## src/rtl/alu_test_sequencer.sv

```systemverilog
// Stimulus sequencer for the on-board ALU: steps operand/opcode vectors, captures the
// ALU result one cycle later and shows it as hex on a multiplexed seven-segment display.
module alu_test_sequencer #(
   parameter int WIDTH       = 16,
   parameter int DIGITS      = 4,
   parameter int REFRESH_DIV = 50000,
   parameter int STEP_DIV    = 50000000,
   parameter int STRIDE1     = 1,
   parameter int STRIDE2     = 3
) (
   input  logic              clock,
   input  logic              reset,
   input  logic              start,
   input  logic              stop,
   input  logic              step,
   input  logic [WIDTH-1:0]  alu_out,
   input  logic [4:0]        alu_flags,
   output logic [WIDTH-1:0]  data1,
   output logic [WIDTH-1:0]  data2,
   output logic [3:0]        opcode1,
   output logic [3:0]        opcode2,
   output logic [4:0]        flags,
   output logic              running,
   output logic [WIDTH-1:0]  vec_count,
   output logic [DIGITS-1:0] selOut,
   output logic [7:0]        bdOut
);

   localparam logic [31:0] REFRESH_LAST = 32'(REFRESH_DIV - 1);
   localparam logic [31:0] STEP_LAST    = 32'(STEP_DIV - 1);
   localparam logic [2:0]  DIGIT_LAST   = 3'(DIGITS - 1);

   typedef enum logic [1:0] {IDLE, RUN, HOLD} state_t;

   state_t            state, state_next;
   logic              step_pending, step_pending_next;
   logic              advance;
   logic              capture_pending;
   logic [31:0]       step_timer, step_timer_next;
   logic [WIDTH-1:0]  result, result_next;
   logic [31:0]       refresh_cnt, refresh_next;
   logic [2:0]        digit, digit_next;
   logic [31:0]       res_ext;
   logic [3:0]        nibble;
   logic [DIGITS-1:0] sel_next;
   logic [7:0]        bd_next;

   // Segment pattern {g,f,e,d,c,b,a}, active-low.
   function automatic logic [6:0] hex_seg(input logic [3:0] v);
      case (v)
         4'h0: hex_seg = 7'h40;
         4'h1: hex_seg = 7'h79;
         4'h2: hex_seg = 7'h24;
         4'h3: hex_seg = 7'h30;
         4'h4: hex_seg = 7'h19;
         4'h5: hex_seg = 7'h12;
         4'h6: hex_seg = 7'h02;
         4'h7: hex_seg = 7'h78;
         4'h8: hex_seg = 7'h00;
         4'h9: hex_seg = 7'h10;
         4'hA: hex_seg = 7'h08;
         4'hB: hex_seg = 7'h03;
         4'hC: hex_seg = 7'h46;
         4'hD: hex_seg = 7'h21;
         4'hE: hex_seg = 7'h06;
         default: hex_seg = 7'h0E;
      endcase
   endfunction

   // A step accepted in IDLE/HOLD moves to HOLD immediately; its vector is applied next edge.
   always_comb begin
      state_next        = state;
      step_pending_next = 1'b0;
      step_timer_next   = step_timer;
      advance           = step_pending;
      case (state)
         IDLE, HOLD: begin
            if (stop) begin
               state_next = HOLD;
            end else if (start) begin
               state_next      = RUN;
               step_timer_next = '0;
            end else if (step) begin
               state_next        = HOLD;
               step_pending_next = 1'b1;
            end
         end
         RUN: begin
            if (stop) begin
               state_next = HOLD;
            end else if (step_timer == STEP_LAST) begin
               advance         = 1'b1;
               step_timer_next = '0;
            end else begin
               step_timer_next = step_timer + 32'd1;
            end
         end
         default: state_next = IDLE;
      endcase
   end

   // Display path looks at the next result so new captures show on the capture edge.
   always_comb begin
      refresh_next = refresh_cnt + 32'd1;
      digit_next   = digit;
      if (refresh_cnt == REFRESH_LAST) begin
         refresh_next = '0;
         digit_next   = (digit == DIGIT_LAST) ? 3'd0 : digit + 3'd1;
      end
      result_next = capture_pending ? alu_out : result;
      res_ext     = 32'(result_next);
      nibble      = res_ext[{digit_next, 2'b00} +: 4];
      sel_next    = ~(DIGITS'(1) << digit_next);
      bd_next     = {~((digit_next == 3'd0) && (state_next == RUN)), hex_seg(nibble)};
   end

   always_ff @(posedge clock) begin
      if (reset) begin
         state           <= IDLE;
         running         <= 1'b0;
         step_pending    <= 1'b0;
         step_timer      <= '0;
         capture_pending <= 1'b0;
         data1           <= '0;
         data2           <= '0;
         opcode1         <= '0;
         opcode2         <= '0;
         vec_count       <= '0;
         result          <= '0;
         flags           <= '0;
         refresh_cnt     <= '0;
         digit           <= '0;
         selOut          <= ~DIGITS'(1);
         bdOut           <= 8'hC0;
      end else begin
         state           <= state_next;
         running         <= (state_next == RUN);
         step_pending    <= step_pending_next;
         step_timer      <= step_timer_next;
         capture_pending <= advance;
         if (advance) begin
            {opcode2, opcode1} <= {opcode2, opcode1} + 8'd1;
            vec_count          <= vec_count + WIDTH'(1);
            if ({opcode2, opcode1} == 8'hFF) begin
               data1 <= data1 + WIDTH'(STRIDE1);
               data2 <= data2 + WIDTH'(STRIDE2);
            end
         end
         if (capture_pending) begin
            result <= alu_out;
            flags  <= alu_flags;
         end
         refresh_cnt <= refresh_next;
         digit       <= digit_next;
         selOut      <= sel_next;
         bdOut       <= bd_next;
      end
   end

endmodule

```

## config.mk

```make
export PLATFORM = sky130hd
export DESIGN_NAME = alu_test_sequencer
export DESIGN_NICKNAME = d
export VERILOG_FILES = /design/src/rtl/alu_test_sequencer.sv
export SDC_FILE = /design/constraint.sdc
export NUM_CORES = 1
export LEC_CHECK = 0
export CORE_MARGIN = 5
export CORE_UTILIZATION = 30
export CTS_CLUSTER_SIZE = 12
export DETAILED_ROUTE_END_ITERATION = 10
export DONT_BUFFER_PORTS = 1
export PLACE_DENSITY_LB_ADDON = 0.08
export SLEW_MARGIN = 20
export SYNTH_ARGS = -nofsm -noshare
export SYNTH_HDL_FRONTEND = slang
export SYNTH_SLANG_ARGS = --single-unit
```

## constraint.sdc

```tcl
create_clock -name clock -period 7 [get_ports clock]
set_input_delay 0.7 -clock clock [delete_from_list [all_inputs] [get_ports clock]]
set_output_delay 0.7 -clock clock [all_outputs]
set_load 0.01 [all_outputs]
```

==> impl_results.md <==
- Run status: finished, final reports clean
- Largest net degree at the start of global routing: ~110
- Crit share post-route: around half
- Worst slew pin tran: approximately 1.1 ns
- CTS clk-pin slew, worst paths: 0.07 ns
- Final hold violation count: 0
- Resized Gates After CTS: 0
- Startpoint Class: flip-flop
- HP Class: in -> reg
- EDFF count, synth: 0
- Final setup vio count: 0
- Worst Skew: approximately 0.011 ns
- Die ar.: roughly 0.028 mm^2
- WS Path Type: reg -> reg
- Grt total ovfl: 0
- Flop and latch count out of synthesis: ~160
- RSZ-0062 raised after global routing: no
- Combinational share of power: about 1.8%
- Fillers: 2540
- Met2 usage: around 20%
- Finished Cell Area: between 0.008 and 0.009 mm^2
- Avg Cell Area, Syn: 8.576 um^2
- Crit path time final: between 3 and 4 ns
- Cell variety after synth: 52
- Slew margin rel.: between 20% and 30%
- Post-DP Area: about 0.0076 mm^2
- Total CTS buffers: 17
- Top cell type's share of synthesized area: 44.22%
- Residual DRC: 0
- Root buffer cell: clkbuf_16
- Row cnt: 57
- Post-synth net total: a little under 900
- I/O Buffers: 0
- First-pass DRT Iterations: 4
- Clock share of power: around 49%
- ANT cells: 0
- MaxCap Viol Count: 0
- Critical Path RT: roughly 7.4 ns
- Sink Count: about 160
- Io pins: 100
- Final HPWL DP: approximately 12000 um
- Vias: roughly 5800
- Core ar.: approximately 0.024 mm^2
- Synth cell count leaders: 161 x dfxtp_1, 154 x nor2_1, 57 x nand2_1
- Pint: roughly 1.4 mW
- Crit path DAT: around 4.0 ns
- Cell Area, Synth: about 0.0073 mm^2
- Cell Pwr Density: about 230 mW/mm^2
- Vias in the first global route: 5387
- Dpl cells: 1142
- Vias per std cell: about 4.9
- Crit end category: flip-flop
- Max clock buf depth: 2
- Antenna viol nets, final: 0
- Syn. warnings: 0
- Global Route Usage Sum: 12.23%
- F_max: ~280 MHz
- Max rail drop VDD: 0.1062 mV
- Initial antenna violation count: 0
- Flop pwr share: slightly below 50%
- Setup TNS: 0 ns
- Post-synth ARST share: 0%
- Layout Nets: ~880
- Most Crowded Layer GR: met2
- Area contributors post-synth: dfxtp_1 44%, nor2_1 7.9%, xor2_1 6.1%
- Die W: approximately 170 um
- Final Non-Filler Cells: ~1200
- Global-route wire length before repair: around 28000 um
- Max-slew violations: 0
- H-tree levels: 4
- P_leak: approximately 2.7 nW
- First DRT Iteration DRCs: 346
- Met1 GRT Util: between 10% and 20%
- Hold slack: ~0.34 ns
- Area Overhead vs Synth: 11.72%
- Die H: between 150 and 200 um
- Final Wtd Congestion: 0.8077
- Final wirelength: roughly 17000 um
- Hold-fix buffers, CTS: 0
- Most frequent cell after synthesis: dfxtp_1
- Initial Util: 30.24%
- Top FF cell, synth: dfxtp_1
- Register area share after synthesis: between 40% and 50%
- Synthesized instance count: 850
- Synth area leader: dfxtp_1
- Sw frac: approximately a quarter
- Met3 Use GR: under 10%
- P_sw: about 0.46 mW
- Clock latency on the worst-skew pair: ~0.43 ns
- WL/cell: roughly 15 um
- Post-CTS Setup Inserts: 0
- Max FO, Critical Path: 15
- CTS tree: built
- Share of cells above drive strength 1: about 6.7%
==> cell usage in the layout, fill, tap and decap left out, drive strengths merged, types with 15 or more instances in the layout <==
master  count
dfxtp     161
nor2      154
nand2      57
xor2       51
a21oi      41
o21ai      40
nand3      35
xnor2      30
nand4      28
or3        27
inv        26
mux2i      21
and3       17
clkbuf     17
nor4       15
==> per-layer routing <==
layer / share of wire, % / wire length (um)
met2: 46 / 7923
met3: 6.5 / 1117
met5: 0 / 0
met4: 1.2 / 205
met1: 46 / 7879
==> flip-flops by register name (all words and copies together), names as in the netlist, 5 cells and up <==
signal	count
vec_count	16
refresh_cnt	32
step_timer	32
data1	16
result	16
data2	16
bdOut	8
flags	5
==> metrics by stage <==
step / worst slack, ns / total power [mW] / utilization, %
2_1_floorplan: 4.137 / 0.9828 / -
3_3_place_gp: 3.400 / 0.9818 / 31.40
3_5_place_dp: 3.367 / 0.9825 / 31.40
4_1_cts: 3.354 / 1.898 / 33.75
5_1_grt: 3.117 / 1.934 / 33.78
6_report: 3.374 / 1.865 / 33.78
==> cells by family after synthesis <==
logic type,after synthesis,share of synthesized area (%)
simple gates,407,28.29
flops,161,44.22
compound gates,109,8.703
xor+xnor,81,9.732
buf+inv,50,2.712
mux,29,4.119
fa+ha+maj,13,2.231
==> power by group through the flow <==
stage | Combinational, mW | Sequential [mW] | Clock, mW
after floorplan | 0.0356 | 0.947 | 0
after global placement | 0.0331 | 0.949 | 0
after detailed placement | 0.0337 | 0.949 | 0
after CTS | 0.0340 | 0.927 | 0.937
after global routing | 0.0378 | 0.928 | 0.968
final | 0.0335 | 0.927 | 0.904
==> worst max-delay path, cell delays in order, from the launching register on <==
cell and delay, ns:
dfxtp_1 0.36, or4b_1 0.54, or4_4 0.58, o31ai_4 0.56
and4_1 0.68, o21ai_1 0.32, or3_1 0.38, a21oi_1 0.14
==> final cells by class <==
class	count	area (um^2)	area share, %
multi-input cells	639	3876	47.60
well taps	324	405.4	4.978
inverters	17	63.81	0.7835
clock inverters	15	142.6	1.751
clock buffers	17	425.4	5.224
repair buffers	1	7.507	0.09218
flip-flops and latches	161	3223	39.58
==> final timing paths <==
| kind | from | end | slack (ns) | depth (start not counted) |
|---|---|---|---|---|
| worst min-delay path | reset | refresh_cnt[2] | 0.34 | 1 |
| worst max-delay path | step_timer[7] | data2[9] | 3.37 | 7 |
| worst min register to register | refresh_cnt[0] | refresh_cnt[0] | 0.44 | 1 |
| worst max register to register | step_timer[7] | data2[9] | 3.37 | 7 |
Note: power is estimated with default switching activity, not from simulation.
